===== config.mk =====
export PLATFORM = sky130hd
export DESIGN_NAME = aes_inv_cntx_flat
export DESIGN_NICKNAME = d
export VERILOG_FILES = /design/src/rtl/aes_inv_cntx_pkg.sv /design/src/rtl/aes_inv_cntx_if.sv /design/src/rtl/aes_inv_cntx_ctx_ring.sv /design/src/rtl/aes_inv_cntx.sv /design/src/flat_wrapper.sv
export SDC_FILE = /design/constraint.sdc
export NUM_CORES = 1
export LEC_CHECK = 0
export ABC_CLOCK_PERIOD_IN_PS = 3570
export CORE_MARGIN = 1
export CORE_UTILIZATION = 45
export DETAILED_ROUTE_END_ITERATION = 12
export GPL_ROUTABILITY_DRIVEN = 0
export PLACE_DENSITY = 0.78
export REMOVE_ABC_BUFFERS = 1
export SYNTH_ARGS = -nofsm -noshare
export SYNTH_HDL_FRONTEND = slang
export SYNTH_SLANG_ARGS = --single-unit

===== constraint.sdc =====
create_clock -name clk -period 3.57 [get_ports clk]
set_clock_uncertainty 0.05 [all_clocks]
set_input_delay 0.714 -clock clk [delete_from_list [all_inputs] [get_ports clk]]
set_output_delay 0.714 -clock clk [all_outputs]
set_load 0.01 [all_outputs]

===== src/rtl/aes_inv_cntx_pkg.sv =====
// Shared types and constants for the AES-128 round controllers.
package aes_pkg;

  localparam int AES_NR = 10;
  localparam int RND_W  = 4;

  typedef enum logic [1:0] {
    KEY_IDLE = 2'd0,
    KEY_EXP  = 2'd1,
    DEC      = 2'd2
  } keyst_t;

  typedef struct packed {
    logic [RND_W-1:0] rnd;
    logic             done;
  } ctx_t;

  // One-hot progress: zero at round 0, bit r-1 set at round r.
  function automatic logic [9:0] round_onehot(input logic [RND_W-1:0] r);
    return 10'b10_0000_0000 >> (4'd10 - r);
  endfunction

endpackage


===== src/rtl/aes_inv_cntx_if.sv =====
// Handshake and stage-control bundle between the inverse-cipher controller and its user.
interface aes_inv_cntx_if;
  import aes_pkg::*;

  logic             start;
  logic             key_load;
  logic             key_ready;
  logic             enbKX;
  logic             accept;
  logic [RND_W-1:0] rndNo;
  logic [RND_W-1:0] key_idx;
  logic             enbISR;
  logic             enbISB;
  logic             enbAR;
  logic             enbIMC;
  logic             done;
  logic [9:0]       completed_round;

  modport master (
    output start, key_load,
    input  key_ready, enbKX, accept, rndNo, key_idx,
           enbISR, enbISB, enbAR, enbIMC, done, completed_round
  );

  modport slave (
    input  start, key_load,
    output key_ready, enbKX, accept, rndNo, key_idx,
           enbISR, enbISB, enbAR, enbIMC, done, completed_round
  );

endinterface


===== src/rtl/aes_inv_cntx_ctx_ring.sv =====
// Time-interleaved ring of N round contexts; the tail context is the one the core works on.
module aes_ctx_ring
  import aes_pkg::*;
#(
  parameter int N = 4
) (
  input  logic clk,
  input  logic rst,
  input  logic clr,
  input  logic adv,
  output ctx_t head
);

  ctx_t [N-1:0] ctx_r;
  ctx_t         next_s;

  assign head = ctx_r[N-1];

  // Next-round value for the context re-entering the ring: wraps 10 -> 0 and flags completion.
  always_comb begin
    next_s      = '0;
    next_s.done = (head.rnd == 4'(AES_NR));
    if (head.rnd < 4'(AES_NR)) begin
      next_s.rnd = head.rnd + 4'd1;
    end else begin
      next_s.rnd = 4'd0;
    end
  end

  // Ring shift register; clears on abort, holds when not advancing.
  always_ff @(posedge clk or posedge rst) begin
    if (rst) begin
      ctx_r <= '0;
    end else if (clr) begin
      ctx_r <= '0;
    end else if (adv) begin
      ctx_r[0] <= next_s;
      for (int i = 1; i < N; i++) begin
        ctx_r[i] <= ctx_r[i-1];
      end
    end
  end

endmodule


===== src/rtl/aes_inv_cntx.sv =====
// AES-128 inverse-cipher round controller over an N-deep context ring.
// Define AES_INV_KEYEXP_EN to gate decryption behind an on-chip forward key expansion.
module aes_inv_cntx
  import aes_pkg::*;
#(
  parameter int N  = 4,
  parameter int NR = 10
) (
  input  logic           clk,
  input  logic           rst,
  aes_inv_cntx_if.slave  bus
);

  ctx_t             head_s;
  logic [RND_W-1:0] rnd_s;
  logic             dec_s;
  logic             adv_s;
  logic             clr_s;
  logic             enbkx_s;
  logic [9:0]       unused_nr_s;

  assign unused_nr_s = 10'(NR);

`ifdef AES_INV_KEYEXP_EN
  keyst_t           state_r;
  keyst_t           state_nxt_s;
  logic [RND_W-1:0] kcnt_r;
  logic [RND_W-1:0] kcnt_nxt_s;

  // Key-expansion state and cycle counter.
  always_ff @(posedge clk or posedge rst) begin
    if (rst) begin
      state_r <= KEY_IDLE;
      kcnt_r  <= 4'd0;
    end else begin
      state_r <= state_nxt_s;
      kcnt_r  <= kcnt_nxt_s;
    end
  end

  // Next-state logic; a key_load in any state restarts expansion and flushes the ring.
  always_comb begin
    state_nxt_s = state_r;
    kcnt_nxt_s  = kcnt_r;
    clr_s       = 1'b0;
    if (bus.key_load) begin
      state_nxt_s = KEY_EXP;
      kcnt_nxt_s  = 4'd1;
      clr_s       = 1'b1;
    end else begin
      case (state_r)
        KEY_IDLE: state_nxt_s = KEY_IDLE;
        KEY_EXP: begin
          if (kcnt_r == 4'(AES_NR)) begin
            state_nxt_s = DEC;
            kcnt_nxt_s  = 4'd0;
          end else begin
            kcnt_nxt_s  = kcnt_r + 4'd1;
          end
        end
        DEC:      state_nxt_s = DEC;
        default:  state_nxt_s = KEY_IDLE;
      endcase
    end
  end

  assign dec_s   = (state_r == DEC);
  assign enbkx_s = (state_r == KEY_EXP) && (kcnt_r >= 4'd1) && (kcnt_r <= 4'(AES_NR));
  assign adv_s   = dec_s && bus.start && !bus.key_load;
`else
  logic unused_key_load_s;

  assign unused_key_load_s = bus.key_load;
  assign dec_s   = 1'b1;
  assign enbkx_s = 1'b0;
  assign clr_s   = 1'b0;
  assign adv_s   = bus.start;
`endif

  aes_ctx_ring #(.N(N)) u_ring (
    .clk  (clk),
    .rst  (rst),
    .clr  (clr_s),
    .adv  (adv_s),
    .head (head_s)
  );

  assign rnd_s = head_s.rnd;

  // Stage enables decode from the output context's round and are idle outside decryption.
  assign bus.enbAR  = dec_s;
  assign bus.enbISR = dec_s && (rnd_s >= 4'd1) && (rnd_s <= 4'(AES_NR));
  assign bus.enbISB = dec_s && (rnd_s >= 4'd1) && (rnd_s <= 4'(AES_NR));
  assign bus.enbIMC = dec_s && (rnd_s >= 4'd1) && (rnd_s <= 4'(AES_NR - 1));

  assign bus.key_ready       = dec_s;
  assign bus.enbKX           = enbkx_s;
  assign bus.accept          = (rnd_s == 4'd0);
  assign bus.rndNo           = rnd_s;
  assign bus.key_idx         = 4'(AES_NR) - rnd_s;
  assign bus.done            = head_s.done;
  assign bus.completed_round = round_onehot(rnd_s);

endmodule


===== src/flat_wrapper.sv =====
// flat-port wrapper written by rule: the top's interface ports become plain ports
module aes_inv_cntx_flat import aes_pkg::*;
#(
  parameter int N  = 4,
  parameter int NR = 10
)
  (clk, rst, bus_start, bus_key_load, bus_key_ready, bus_enbKX, bus_accept, bus_rndNo, bus_key_idx, bus_enbISR, bus_enbISB, bus_enbAR, bus_enbIMC, bus_done, bus_completed_round);
  aes_inv_cntx_if bus_i ();
  input  logic clk;
  input  logic rst;
  input wire logic [$bits(bus_i.start)-1:0] bus_start;
  input wire logic [$bits(bus_i.key_load)-1:0] bus_key_load;
  output wire logic [$bits(bus_i.key_ready)-1:0] bus_key_ready;
  output wire logic [$bits(bus_i.enbKX)-1:0] bus_enbKX;
  output wire logic [$bits(bus_i.accept)-1:0] bus_accept;
  output wire logic [$bits(bus_i.rndNo)-1:0] bus_rndNo;
  output wire logic [$bits(bus_i.key_idx)-1:0] bus_key_idx;
  output wire logic [$bits(bus_i.enbISR)-1:0] bus_enbISR;
  output wire logic [$bits(bus_i.enbISB)-1:0] bus_enbISB;
  output wire logic [$bits(bus_i.enbAR)-1:0] bus_enbAR;
  output wire logic [$bits(bus_i.enbIMC)-1:0] bus_enbIMC;
  output wire logic [$bits(bus_i.done)-1:0] bus_done;
  output wire logic [$bits(bus_i.completed_round)-1:0] bus_completed_round;
  assign bus_i.start = bus_start;
  assign bus_i.key_load = bus_key_load;
  assign bus_key_ready = bus_i.key_ready;
  assign bus_enbKX = bus_i.enbKX;
  assign bus_accept = bus_i.accept;
  assign bus_rndNo = bus_i.rndNo;
  assign bus_key_idx = bus_i.key_idx;
  assign bus_enbISR = bus_i.enbISR;
  assign bus_enbISB = bus_i.enbISB;
  assign bus_enbAR = bus_i.enbAR;
  assign bus_enbIMC = bus_i.enbIMC;
  assign bus_done = bus_i.done;
  assign bus_completed_round = bus_i.completed_round;
  aes_inv_cntx #(.N(N), .NR(NR)) u_core (.clk(clk), .rst(rst), .bus(bus_i));
endmodule

Word-level counts from Yosys, hierarchy flattened --
Index checks and enable logic that the tools add are counted.
Word-level totals: register bits after elaboration 20, word-level logic and storage cells 20, output and inout bits 26
Operators by class: eq/ne operators 1, reduce and logical (&&, ||, !) cells 3, shifts and indexed selects 1, mux-type cells 1, add/subtract/negate cells 2, $lt $le $gt $ge 4
Operators with widths (number):
- 10-bit by 4-bit >> shifter with 10-bit output (first input constant) | 1
- 4-bit less-or-equal comparator (second input constant) | 2
- 4-bit by 1-bit adder with 4-bit output (second input constant) | 1
- 4-bit equality test (second input constant) | 1
- 4-bit by 1-bit >= comparator with 1-bit output (second input constant) | 1
- 4-bit zero test | 1
- 4-bit less-than comparator (second input constant) | 1
- 4-bit two-way mux | 1
- 4-bit subtractor (first input constant) | 1
- 1-bit logical AND | 2

Logic depth before layout (Yosys ltp) --
word-level depth 2, gate-level depth with buffers 6, mapped depth without buffers 5

Hierarchy --
A second synthesis with hierarchy kept.
Second synthesis, totals: cells, all modules 138, area total of the unflattened synthesis 1376.3 um2
Modules (own cells, without submodules):
- aes_ctx_ring | sequential area each 500.5 um2, area an instance 918.4 um2, cells each 80, instances 1
- aes_inv_cntx | sequential area each 0.0 um2, area an instance 457.9 um2, cells each 58, instances 1

Least setup slack after synthesis --
OpenSTA, ideal clock, no wires.
path kind flip-flop to output port, start point register u_core.u_ring.ctx_r, in the netlist u_core.u_ring.head[1], end point output bus_completed_round[3], path buffers 0, path slack 1.431 ns, cell stages (with the launch flop) 5, data required time 2.806 ns, data arrival time 1.375 ns, path through dfrtp_1 -> ha_1 -> ha_1 -> inv_1 -> and3_1
On the way: cells in the longest elaborated chain, start to end 2
RTL lines:
- start, declared | line aes_inv_cntx_ctx_ring.sv:14 | ctx_t [N-1:0] ctx_r;
- start signal, assigned by index | line aes_inv_cntx_ctx_ring.sv:39 | ctx_r[i] <= ctx_r[i-1];
- 4-bit subtractor
- named net bus_key_idx[2] | line flat_wrapper.sv:17 | output wire logic [$bits(bus_i.key_idx)-1:0] bus_key_idx;
- 10-bit by 4-bit >> shifter with 10-bit output | line aes_inv_cntx_pkg.sv:20 | return 10'b10_0000_0000 >> (4'd10 - r);
- end, declared | line flat_wrapper.sv:23 | output wire logic [$bits(bus_i.completed_round)-1:0] bus_completed_round;
The timed path passes the listed nets, and every way through them passes these cells.

Final worst setup path --
start point register u_core.u_ring.ctx_r, in the netlist u_core.u_ring.head[1], end point output bus_completed_round[5]
On the way: cells in the longest elaborated chain, start to end 2
RTL lines (line):
- 4-bit subtractor | aes_inv_cntx_pkg.sv:20
- 10-bit by 4-bit >> shifter with 10-bit output | aes_inv_cntx_pkg.sv:20
Every way passes these cells.

==> flow_metrics.env <==
export IMPL_syn_inst=107
export IMPL_grt_pass1_wl_mm=2.904
export IMPL_cp_data_arrival_time_ns=2.27
export IMPL_start_util=0.4909
export IMPL_p_sw_frac=0.3771
export IMPL_finalWorstSetupSlack_ns=0.5393
export IMPL_die_x_um=51.83
export IMPL_whs_ns=0.4386
export IMPL_final_hold_violation_count=0
export IMPL_clock_latency_ns=0.28
export IMPL_yosysSeqAreaShare=0.4479
export IMPL_worstMarginPinSlew_ns=0.9127
export IMPL_clock_sinks=20
export IMPL_cts_tree="yes"
export IMPL_grt_antenna_before_repair=0
export IMPL_n_antenna_cell=0
export IMPL_nNetsFinal=138
export IMPL_overflow=0
export IMPL_cts_root_buf="clkbuf_4"
export IMPL_ant_nets=0
export IMPL_route_vias_total=744
export IMPL_endpoint_kind="primary output"
export IMPL_drc=0
export IMPL_rsz0062_at_grt="no"
export IMPL_cts_hold_buf=0
export IMPL_die_area_sq_mm=0.002686
export IMPL_cts_buffers=3
export IMPL_dpl_cell_count=148
export IMPL_cp_start_kind="flop"
export IMPL_p_clk_frac=0.083
export IMPL_final_cell_mix="25 x clkdlybuf4s50_1, 20 x dfrtp_1, 11 x inv_1"
export IMPL_avgSynthCellArea_sq_um=10.44
export IMPL_io_pins=30
export IMPL_postSynthRegisterBits=20
export IMPL_wl_per_cell_um=11.89
export IMPL_path_cells="ha_1 -> ha_1 -> inv_1 -> and3_1 -> clkdlybuf4s50_1"
export IMPL_hold_start="u_core.u_ring.ctx_r[4]"
export IMPL_coreArea_sq_mm=0.002276
export IMPL_syn_area_sq_mm=0.001117
export IMPL_crit_path_start="u_core.u_ring.head[1]"
export IMPL_area_growth_pct=20.05
export IMPL_grt_max_degree=27
export IMPL_route_detailed_vias_per_inst=4.927
export IMPL_drive_above_1_share=0.1057
export IMPL_cp_max_fo=9
export IMPL_cts_buffer_depth=2
export IMPL_power_density_mw_per_mm2=853.8
export IMPL_wl_mm=1.796
export IMPL_setup_violations=0
export IMPL_slew_headroom=0.3897
export IMPL_crit_path_max_incr_delay_ns=0.54
export IMPL_cpMostUsedCell="ha_1"
export IMPL_ys_warnings_count=0
export IMPL_cp_required_ns=2.81
export IMPL_p_int_uw=713.3
export IMPL_cts_resized_gates=0
export IMPL_min_period_ns=3.031
export IMPL_drt_initial_drc_count=4
export IMPL_placementRows=17
export IMPL_worstSetupPathType="reg -> out"
export IMPL_cp_slowest_cell="clkdlybuf4s50_1"
export IMPL_final_cell_count_no_fill=151
export IMPL_cts_htree_levels=1
export IMPL_final_setup_tns_ns=0
export IMPL_track_usage=0.1513
export IMPL_r2r_start="u_core.u_ring.head[1]"
export IMPL_drt_pre_antenna_iters=3
export IMPL_die_y_um=51.83
export IMPL_run_status="completed"
export IMPL_sequentialPowerShare=0.356
export IMPL_cts_setup_buffers=0
export IMPL_final_common_cell="clkdlybuf4s50_1"
export IMPL_port_buffer_count=25
export IMPL_fillers=191
export IMPL_power_total_mw=1.145
export IMPL_fin_crit_sh=0.8489
export IMPL_slew_viol_final=0
export IMPL_cap_violations=0
export IMPL_fmax_ghz=0.3300
export IMPL_cellLeakagePower_nw=0.6363
export IMPL_hpwl_mm=1.388
export IMPL_min_path_type="reg -> reg"
export IMPL_p_comb_frac=0.562
export IMPL_synth_distinct_cells=28
export IMPL_hold_depth=1
export IMPL_power_switching_uw=431.9
export IMPL_clkTransAtPathRegs_ns=0.09
export IMPL_place_ws_ns=0.8528
export IMPL_r2r_cells=5
export IMPL_ir_worst_vdd_mv=0.6135
export IMPL_grt_pass1_vias=659
==> power groups by stage <==
| stage | clock network, mW | logic (mW) | registers, mW |
|---|---|---|---|
| 6_report | 0.0949 | 0.643 | 0.407 |
| 3_5_place_dp | 0 | 0.649 | 0.415 |
| 4_1_cts | 0.102 | 0.653 | 0.409 |
| 5_1_grt | 0.111 | 0.704 | 0.426 |
| 2_1_floorplan | 0 | 0.334 | 0.403 |
| 3_3_place_gp | 0 | 0.637 | 0.408 |
==> path summary, 6_finish.rpt <==
kind                                          endpoint  slack [ns]
worst min-delay path            u_core.u_ring.ctx_r[4]        0.44
worst min register to register  u_core.u_ring.ctx_r[4]        0.44
worst max register to register  u_core.u_ring.ctx_r[3]        1.89
worst max-delay path            bus_completed_round[5]        0.54
min in group asynchronous        u_core.u_ring.head[3]        0.79
max in group asynchronous       u_core.u_ring.ctx_r[2]        2.24
==> sequential cells by signal, summed over array words and instances (netlist names) <==
signal               flops
u_core.u_ring.ctx_r     15
u_core.u_ring.head       5
==> cells in the mapped netlist, drive strengths merged <==
cell type	instances	share of area
xnor2	2	0.022
clkbuf	1	0.0045
nand2b	2	0.013
and3	4	0.022
inv	12	0.040
o22ai	4	0.022
o311ai	1	0.0078
nand2	7	0.024
conb	2	0.0067
dfrtp	20	0.45
o31ai	1	0.0067
a21oi	3	0.017
nand4b	1	0.0078
buf	12	0.074
and2	2	0.011
o21ai	5	0.022
ha	9	0.10
nor2	5	0.017
o21a	1	0.0067
nor3	1	0.0045
mux2	12	0.12
==> worst max-delay path: cells and delay by family, from the launching register on <==
| kind | cells | cell delay [ns] |
|---|---|---|
| and+or+nand+nor | 1 | 0.15 |
| buffers and inverters | 2 | 0.66 |
| DFF | 1 | 0.51 |
| adders and majority gates | 2 | 0.66 |
==> cell type report <==
| cell class | instances | area, sq um | area share |
|---|---|---|---|
| inverter | 12 | 45.04 | 0.03358 |
| timing repair buffer | 25 | 250.2 | 0.1866 |
| multi-input combinational | 63 | 488.0 | 0.3638 |
| sequential | 20 | 500.5 | 0.3731 |
| tap | 28 | 35.03 | 0.02612 |
| clock buffer | 3 | 22.52 | 0.01679 |
==> layer usage <==
layer	vias up	share of wire	track usage
li1	371	-	-
met5	-	0	0
met4	0	0.0072	0.05856
met2	11	0.50	0.2585
met3	2	0.028	0.04386
met1	360	0.46	0.1767
==> kinds of logic (layout without fill, tap and decap cells) <==
kind of cell | after synthesis | count (layout) | synth area share
buffers and inverters | 25 | 40 | 0.1187
and+or+nand+nor | 22 | 22 | 0.09967
DFF | 20 | 20 | 0.4479
AOI/OAI and AO/OA | 15 | 15 | 0.08287
muxes | 12 | 12 | 0.1209
adders and majority gates | 9 | 9 | 0.1008
other | 2 | 3 | 0.006721
xor gates and xnor gates | 2 | 2 | 0.02240
==> through the flow <==
| step | area [sq um] | util |
|---|---|---|
| after global placement | 1319 | 0.5794 |
| after global routing | 1341 | 0.5893 |
| after floorplan | 1033 | - |
| after detailed placement | 1319 | 0.5794 |
| after CTS | 1341 | 0.5893 |
| final | 1341 | 0.5893 |
Note: power is estimated with default switching activity, not from simulation.
